`src/rtl/mealy_seq_detector.sv`:
```
// Serial Mealy detector for a 4-bit pattern (MSB first, overlapping matches), one-hot state exported.
// Optional saturating match counter on port match_cnt when MEALY_MATCH_CNT_EN is defined.
//
//   state | meaning
//   S0    | no prefix of PATTERN matched
//   S1    | last bit equals PATTERN[3]
//   S2    | last two bits equal PATTERN[3:2]
//   S3    | last three bits equal PATTERN[3:1]; y=1 when x equals PATTERN[0]
module mealy_seq_detector #(
    parameter logic [3:0] PATTERN = 4'b1011
) (
    input  logic       cp,
    input  logic       reset,
    input  logic       x,
    output logic       y,
    output logic [3:0] state
`ifdef MEALY_MATCH_CNT_EN
    ,
    output logic [7:0] match_cnt
`endif
);

    typedef enum logic [3:0] {
        S0 = 4'b0001,
        S1 = 4'b0010,
        S2 = 4'b0100,
        S3 = 4'b1000
    } state_t;

    // Longest k' <= 3 such that the bits seen (prefix of length k, then b) end in PATTERN[3:4-k'].
    function automatic int next_len(input int k, input logic b);
        logic [3:0] seq;
        int         len;
        bit         ok;
        seq = '0;
        for (int i = 0; i < 4; i++) begin
            if (i < k)
                seq[i] = PATTERN[3-i];
            else if (i == k)
                seq[i] = b;
        end
        len = k + 1;
        for (int j = 3; j >= 1; j--) begin
            if (j <= len) begin
                ok = 1'b1;
                for (int t = 0; t < 3; t++) begin
                    if (t < j && seq[len-j+t] != PATTERN[3-t])
                        ok = 1'b0;
                end
                if (ok)
                    return j;
            end
        end
        return 0;
    endfunction

    logic [3:0] next_tbl [4][2];

    for (genvar gk = 0; gk < 4; gk++) begin : g_len
        for (genvar gb = 0; gb < 2; gb++) begin : g_bit
            localparam int NL = next_len(gk, gb[0]);
            assign next_tbl[gk][gb] = 4'(1 << NL);
        end
    end

    logic [3:0] state_q;
    logic [3:0] state_d;

    always_ff @(posedge cp) begin
        if (reset)
            state_q <= S0;
        else
            state_q <= state_d;
    end

    // Non-one-hot codes fall into the default arm and recover to S0.
    always_comb begin
        state_d = S0;
        case (state_q)
            S0:      state_d = next_tbl[0][x];
            S1:      state_d = next_tbl[1][x];
            S2:      state_d = next_tbl[2][x];
            S3:      state_d = next_tbl[3][x];
            default: state_d = S0;
        endcase
    end

    assign y     = (state_q == S3) && (x == PATTERN[0]);
    assign state = state_q;

`ifdef MEALY_MATCH_CNT_EN
    logic [7:0] cnt_q;

    always_ff @(posedge cp) begin
        if (reset)
            cnt_q <= '0;
        else if (y && cnt_q != 8'hFF)
            cnt_q <= cnt_q + 8'd1;
    end

    assign match_cnt = cnt_q;
`endif

endmodule

```
`config.mk`:
```
export PLATFORM = sky130hd
export DESIGN_NAME = mealy_seq_detector
export DESIGN_NICKNAME = d
export VERILOG_FILES = /design/src/rtl/mealy_seq_detector.sv
export SDC_FILE = /design/constraint.sdc
export NUM_CORES = 1
export LEC_CHECK = 0
export BUFFER_PORTS_ARGS = -buffer_cell sky130_fd_sc_hd__buf_2
export CORE_AREA = 2 2 39 41
export DETAILED_ROUTE_END_ITERATION = 8
export DIE_AREA = 0 0 41 43
export GPL_ROUTABILITY_DRIVEN = 0
export PLACE_DENSITY = 0.43
export SYNTH_ARGS = -nofsm -noshare
export SYNTH_HDL_FRONTEND = slang
export SYNTH_SLANG_ARGS = --single-unit
export TNS_END_PERCENT = 20
```
`constraint.sdc`:
```
create_clock -name cp -period 1.25 [get_ports cp]
set_input_delay 0.25 -clock cp [delete_from_list [all_inputs] [get_ports cp]]
set_output_delay 0.25 -clock cp [all_outputs]
set_load 0.01 [all_outputs]
```
==> results of run 1 <==
[worst max-delay path by stage]
stage                        start  endpoint  slack [ns]  cells after the start
6_report       state[0]$_SDFF_PP1_         y       -0.02                      2
5_1_grt        state[0]$_SDFF_PP1_         y       -0.10                      2
4_1_cts        state[0]$_SDFF_PP1_         y       -0.05                      2
3_5_place_dp   state[3]$_SDFF_PP0_         y        0.11                      3
3_3_place_gp   state[3]$_SDFF_PP0_         y        0.11                      3
2_1_floorplan  state[0]$_SDFF_PP1_         y        0.09                      2
[layer usage]
layer	wire [um]	part of all wire	GRT usage
met5	0	0	0
met2	212	0.48	0.0688
met4	17	0.039	0.0600
met1	191	0.44	0.0804
met3	18	0.041	0.0157
[area by class of cell]
type                            count  area share
Sequential cell                     4       0.303
Multi-Input combinational cell     18       0.429
Clock buffer                        3      0.0779
Tap cell                           16      0.0693
Timing Repair Buffer                7       0.121
[placed cells by master (no fill, tap or decap)]
| cell | instances |
|---|---|
| sky130_fd_sc_hd__o31a_1 | 1 |
| sky130_fd_sc_hd__and4_1 | 1 |
| sky130_fd_sc_hd__o21ai_0 | 1 |
| sky130_fd_sc_hd__buf_2 | 7 |
| sky130_fd_sc_hd__dfxtp_2 | 3 |
| sky130_fd_sc_hd__clkbuf_4 | 3 |
| sky130_fd_sc_hd__a21oi_1 | 1 |
| sky130_fd_sc_hd__nand2b_1 | 2 |
| sky130_fd_sc_hd__xnor2_1 | 1 |
| sky130_fd_sc_hd__or4_1 | 1 |
| sky130_fd_sc_hd__nand3b_1 | 1 |
| sky130_fd_sc_hd__nor4b_1 | 1 |
| sky130_fd_sc_hd__nor4bb_1 | 1 |
| sky130_fd_sc_hd__nor2_1 | 3 |
| sky130_fd_sc_hd__dfxtp_4 | 1 |
| sky130_fd_sc_hd__nand2_1 | 1 |
| sky130_fd_sc_hd__nor4_2 | 1 |
| sky130_fd_sc_hd__o31ai_1 | 1 |
| sky130_fd_sc_hd__nor4_1 | 1 |
[power breakdown]
group	total (uW)	internal, uW	leakage, uW	switching [uW]
sequential	145	134	0.0000341	10.8
combinational	29.8	16.6	0.0000588	13.2
clock	160	107	0.0000138	53.0
total	335	258	0.000107	77.1
[cell families after synthesis]
kind of cell / count (synthesis)
AOI/OAI and AO/OA: 4
xor gates and xnor gates: 1
buffers and inverters: 1
DFF: 4
and+or+nand+nor: 13
[repair_timing]
item / CTS / global route
gates resized for setup: 4 / 2
pin swaps: 0 / 0
endpoints found under the setup margin: 1 / 1
hold buffers: 0 / 0
gates cloned: 0 / 0
[through the flow]
| step | hold WS (ns) | worst slack, ns |
|---|---|---|
| floorplan | 0.327 | 0.0886 |
| global placement | 0.476 | 0.105 |
| detailed placement | 0.475 | 0.106 |
| CTS | 0.221 | -0.0504 |
| global route | 0.230 | -0.103 |
| finish | 0.225 | -0.0152 |
==> results.md, run 1 <==
- Synth Instances: 23
- Placement row count: 14
- Critical path peak fanout: 10
- CTS root buffer: sky130_fd_sc_hd__clkbuf_4
- WP buf/inv: 1
- Combinational family with the most area after synthesis: simple AND/OR/NAND/NOR gates
- Status: complete, but fails checks
- Ordered list of cells on the worst path: nor4_2 > buf_2
- Worst max-slew margin expressed relative to the limit: 0.835
- Reg-to-reg endpoint: state[2]$_SDFF_PP0_
- CTS tree: built
- Overall power after layout: approximately 330 uW
- Tightest Pin Transition: 0.244 ns
- Average routed wire per standard cell: 9.15 um
- Area of the core region: 1380 sq um
- Chip Width: 41 um
- Area of the multi-input gates: 124 sq um
- Hold Crit Depth: 2
- Worst hold endpoint: state[3]$_SDFF_PP0_
- Layout area overhead: 38.3%
- Worst-case vdd ir drop: 0.294 mV
- Yosys warning count: 0
- Proportion of layout cells with a drive suffix above 1: 0.469
- Total Routing Usage GR: 0.0592
- Clock transition at the register clock pins on the worst setup and hold paths after CTS: 0.04 ns
- Detailed-router iteration count before antenna repair: 2
- Worst min-delay path class: in -> reg
- FF-to-FF setup slack: 0.23 ns
- Number of routed nets with antenna violations: 0
- Clk buf depth: 2
- Distinct cells, synth: 16
- Pin count of the biggest net entering global routing: 11
- Footprint of the flip-flops and latches: 87.6 sq um
- Count of input and output buffers: 7
- Most frequent cells after synthesis: sky130_fd_sc_hd__dfxtp_1, sky130_fd_sc_hd__nor2_1, sky130_fd_sc_hd__nand2b_1, sky130_fd_sc_hd__nor4_1
- Cell count after placement: 45
- Total grt overflow: 0
- Final cell area excluding filler cells: between 200 and 300 sq um
- Count of fill cells added during filler insertion: 163
- Register-to-Register Path Depth: 2
- Post-CTS Repair Setup Buffers: 0
- Wire length of the first global-routing pass: 676 um
- Most frequent cell after synthesis: sky130_fd_sc_hd__dfxtp_1
- Drc violations: 0
- Required time reported for the critical path endpoint: 1.00 ns
- Period utilisation layout: 1.01
- Crit path max-delay cell type: sky130_fd_sc_hd__dfxtp_4
- Unrepaired setup endpoints after global routing: yes
- Post-synth net total: 26
- Class of the most critical setup path: reg -> out
- Setup TNS after final layout: -0.0152 ns
- Cell family with the largest share of critical-path delay: flip-flops
- Maximum achievable frequency: 0.790 GHz
- Total die area: 1760 sq um
- Leakage power figure: about 0.00011 uW
- Number of flip-flops in the largest register: 4
- Final net count: 37
- Clock latency on the worst-skew pair: 0.23 ns
- Startpoint of the worst hold path: reset
- Detailed Route Iter0 Violations: 3
- Antenna diode count: 0
- Register bit count reported by yosys: 4
- Number of vias after detailed routing: 221
- Post-synth design cell area: roughly 210 sq um
- Ratio of total power to cell area: 1160 nW/um^2
- Count of endpoints failing setup in the final report: 1
- Area leader, netlist: sky130_fd_sc_hd__dfxtp_1
- Die outline height: 43 um
- Fraction of the mapped netlist area in compound gates: 0.126
- Final critical delay including setup and external delays: 1.27 ns
- Leading cell types by total area after synthesis: sky130_fd_sc_hd__dfxtp_1, sky130_fd_sc_hd__nand2b_1, sky130_fd_sc_hd__nor4_1, sky130_fd_sc_hd__buf_6, sky130_fd_sc_hd__nor2_1
- Post-synthesis xor/xnor area fraction: 0.0419
- Worst clock skew: 0.00330 ns
- Fraction of post-synthesis cell area in the top cell type by area: 0.383
- Ports: 8
- WL final: 439 um
- Number of enable-type register cells in the synthesized netlist: 0
- Vias in the first global route: 154
- CTS sink count: 4
- Via density per instance: about 4.6
- Per-instance average area after synthesis: 9.08 sq um
- Max-slew violation total from the final report: 0
- Number of antenna violations at the first check in global routing: 0
- Ys async rst share: 0
- Arrival time at the worst endpoint: roughly 1.0 ns
- CTS HTree Levels: 1
- Cell area after placement: 253 sq um
- Failing checks: negative setup slack
- Area share of and/or/nand/nor cells after synthesis: 0.395
- Flip-flop cell with the highest count after synthesis: sky130_fd_sc_hd__dfxtp_1
- Final instance count without filler cells: 48
- Cts bufs inserted: 3
- Max-cap violation count: 0
- Arithmetic-cell share of the synthesized area counting full adders, half adders and majority gates: 0
- Number of hold-slack violations in the final timing report: 0
- Largest stage delay, worst path: 0.36 ns
- Initial core utilization: 0.151
- Reg-to-Reg Start: state[0]$_SDFF_PP1_
- Final Core Density: 0.209
- Launching element type of the critical path: flop
- Share of the yosys chip area belonging to registers: 0.383
- Type of element capturing the critical path: output pin
- Final setup margin: -0.0152 ns
- Portion of netlist area occupied by mux cells: 0
No activity file was read; power rests on OpenSTA's default activity.
==> run 2, diff against run 1 <==
--- a/config.mk
+++ b/config.mk
@@ -6,11 +6,14 @@
 export NUM_CORES = 1
 export LEC_CHECK = 0
 export BUFFER_PORTS_ARGS = -buffer_cell sky130_fd_sc_hd__buf_2
+export CELL_PAD_IN_SITES_DETAIL_PLACEMENT = 0
+export CELL_PAD_IN_SITES_GLOBAL_PLACEMENT = 1
 export CORE_AREA = 2 2 39 41
 export DETAILED_ROUTE_END_ITERATION = 8
 export DIE_AREA = 0 0 41 43
 export GPL_ROUTABILITY_DRIVEN = 0
-export PLACE_DENSITY = 0.43
+export PLACE_DENSITY = 0.52
+export SKIP_LAST_GASP = 1
 export SYNTH_ARGS = -nofsm -noshare
 export SYNTH_HDL_FRONTEND = slang
 export SYNTH_SLANG_ARGS = --single-unit
==> run 2 against run 1 <==
Net effect: the run still ends with negative setup slack left; wire length is 21% higher; sequential share of layout area stayed put; global-route usage grew 2.2 points; hold slack lost 0.0078 ns; register-to-register slack about the same; combinational power about the same; fmax down 0.69%; via count fell by 4.5%; die area unchanged; cell count stayed put; critical path type unchanged.
==> results.md, run 2 (same netlist as run 1, synthesis figures left out) <==
- Worst max-slew margin expressed relative to the limit: 0.839 (+0.00382)
- Detailed Route Iter0 Violations: 5 (+2)
- Ratio of total power to cell area: 1180 nW/um^2 (+1.6%)
- Vias in the first global route: 211 (+37%)
- Class of the most critical setup path: reg -> out
- Final critical delay including setup and external delays: 1.27 ns (+0.00885 ns)
- CTS root buffer: sky130_fd_sc_hd__clkbuf_4
- Die outline height: 43 um (unchanged)
- Arrival time at the worst endpoint: 1.02 ns (about the same)
- Crit path max-delay cell type: sky130_fd_sc_hd__dfxtp_2
- Ordered list of cells on the worst path: nor4_2 > buf_2
- Setup TNS after final layout: -0.0241 ns (-0.00885 ns)
- Total Routing Usage GR: 0.0811 (+0.0218)
- Average routed wire per standard cell: 11.1 um (+21%)
- Worst min-delay path class: in -> reg
- Launching element type of the critical path: flop
- Register-to-Register Path Depth: 2 (unchanged)
- Worst-case vdd ir drop: 0.416 mV (+42%)
- Antenna diode count: 0 (unchanged)
- WL final: 533 um (+21%)
- Cell family with the largest share of critical-path delay: flip-flops
- Clock group share of total power: 0.488 (+0.009)
- Max-slew violation total from the final report: 0 (unchanged)
- Final Core Density: 0.209 (unchanged)
- Final cell area excluding filler cells: 289 sq um (unchanged)
- Maximum achievable frequency: 0.785 GHz (-0.69%)
- Net Sw Frac: 0.245 (+0.0150)
- Count of input and output buffers: 7 (unchanged)
- WP buf/inv: 1 (unchanged)
- Detailed-router iteration count before antenna repair: 4 (+2)
- Period utilisation layout: 1.02 (+0.00708)
- Number of routed nets with antenna violations: 0 (unchanged)
- Unrepaired setup endpoints after global routing: yes
- Type of element capturing the critical path: output pin
- Internal: 257 uW (-0.40%)
- Clock transition at the register clock pins on the worst setup and hold paths after CTS: 0.04 ns (about the same)
- Failing checks: negative setup slack
- Leading cell types in the layout, fill and taps excluded: sky130_fd_sc_hd__buf_2, sky130_fd_sc_hd__nor2_1, sky130_fd_sc_hd__clkbuf_4, sky130_fd_sc_hd__dfxtp_2, sky130_fd_sc_hd__nand2b_1
- Net switching power of the design: 83.4 uW (+8.2%)
- Reg-to-Reg Start: state[0]$_SDFF_PP1_
- Startpoint of the worst hold path: reset
- Fin Hold WS: 0.218 ns (-0.00782 ns)
- Number of vias after detailed routing: 211 (-4.5%)
- Clock latency on the worst-skew pair: 0.24 ns (about the same)
- Largest stage delay, worst path: 0.36 ns (about the same)
- Wire length of the first global-routing pass: 869 um (+29%)
- Post-cts hold buffer count: 0 (unchanged)
- Worst clock skew: 0.000722 ns (-0.00258 ns)
- Required time reported for the critical path endpoint: 1.00 ns (about the same)
- Cell area after placement: 253 sq um (unchanged)
- Logic pwr share: 0.088 (about the same)
- Critical path peak fanout: 10 (unchanged)
- CTS sink count: 4 (unchanged)
- Number of antenna violations at the first check in global routing: 0 (unchanged)
- Chip Width: 41 um (unchanged)
- Reg-to-reg endpoint: state[2]$_SDFF_PP0_
- Clk buf depth: 2 (unchanged)
- Final setup margin: -0.0241 ns (-0.00885 ns)
- Initial core utilization: 0.151 (unchanged)
- Hold Crit Depth: 2 (unchanged)
- Ports: 8 (unchanged)
- CTS tree: built
- CTS HTree Levels: 1 (unchanged)
- Layout area overhead: 38.3% (unchanged)
- Total die area: 1760 sq um (unchanged)
- Pin count of the biggest net entering global routing: 11 (unchanged)
- Placement row count: 14 (unchanged)
- Overall power after layout: 340 uW (+1.6%)
- Proportion of layout cells with a drive suffix above 1: 0.469 (unchanged)
- Max-cap violation count: 0 (unchanged)
- Final net count: 37 (unchanged)
- FF-to-FF setup slack: 0.23 ns (about the same)
- Drc violations: 0 (unchanged)
- Total grt overflow: 0 (unchanged)
- Worst hold endpoint: state[3]$_SDFF_PP0_
- Count of endpoints failing setup in the final report: 1 (unchanged)
- Tightest Pin Transition: 0.238 ns (-0.00565 ns)
- Post-CTS Repair Setup Buffers: 0 (unchanged)
- Cts bufs inserted: 3 (unchanged)
- Sequential fraction of design power: 0.424 (-0.008)
- Number of flip-flops in the largest register: 4 (unchanged)
- Number of hold-slack violations in the final timing report: 0 (unchanged)
- Area of the core region: 1380 sq um (unchanged)
- Status: complete, but fails checks
- Most common cell after layout, fill and taps aside: sky130_fd_sc_hd__buf_2
- Via density per instance: 4.40 (-4.5%)
- Leakage power figure: 0.000107 uW (about the same)
run 2: cell counts in the layout (fill, tap and decap cells not counted):
No cell type changed its count.
run 2: per-layer routing:
layer	global-route usage	vias to the layer above	part of all wire
li1	-	106	-
met1	0.0955	94	0.47
met2	0.0938	11	0.42
met3	0.0628	0	0.11
met4	0.0600	0	0
met5	0	-	0
run 2: final cells by class:
type	count	area, sq um
Clock buffer	3	22.5
Sequential cell	4	87.6
Fill cell	153	1090
Multi-Input combinational cell	18	124
Timing Repair Buffer	7	35.0
Tap cell	16	20.0
run 2: through the flow:
stage	setup WS, ns	std cells
2_1_floorplan	0.0886	23
3_3_place_gp	0.154	45
3_5_place_dp	0.123	45
4_1_cts	-0.0311	48
5_1_grt	-0.101	48
6_report	-0.0241	48
run 2: how the worst max path moves through the flow:
stage                         from  to  slack, ns  depth (start not counted)
2_1_floorplan  state[0]$_SDFF_PP1_   y       0.09                          2
3_3_place_gp   state[3]$_SDFF_PP0_   y       0.15                          3
3_5_place_dp   state[3]$_SDFF_PP0_   y       0.12                          3
4_1_cts        state[0]$_SDFF_PP1_   y      -0.03                          2
5_1_grt        state[0]$_SDFF_PP1_   y      -0.10                          2
6_report       state[0]$_SDFF_PP1_   y      -0.02                          2
run 2: power groups by stage:
stage,Combinational [uW],Clock (uW),Sequential [uW]
floorplan,22.9,0,143
global placement,29.6,0,145
detailed placement,30.3,0,146
CTS,30.4,166,143
global route,34.3,186,146
finish,30.0,166,144
run 2: repair_timing:
| action | CTS | global route |
|---|---|---|
| endpoints found under the hold margin | 0 | 0 |
| gates resized for setup | 5 | 1 |
| setup endpoints to repair | 1 | 1 |
run 2: worst register-to-register path, stage by stage, from the launching register on:
cell and delay [ns]:
sky130_fd_sc_hd__dfxtp_2 0.36, sky130_fd_sc_hd__or4_1 0.52, sky130_fd_sc_hd__nor2_1 0.08
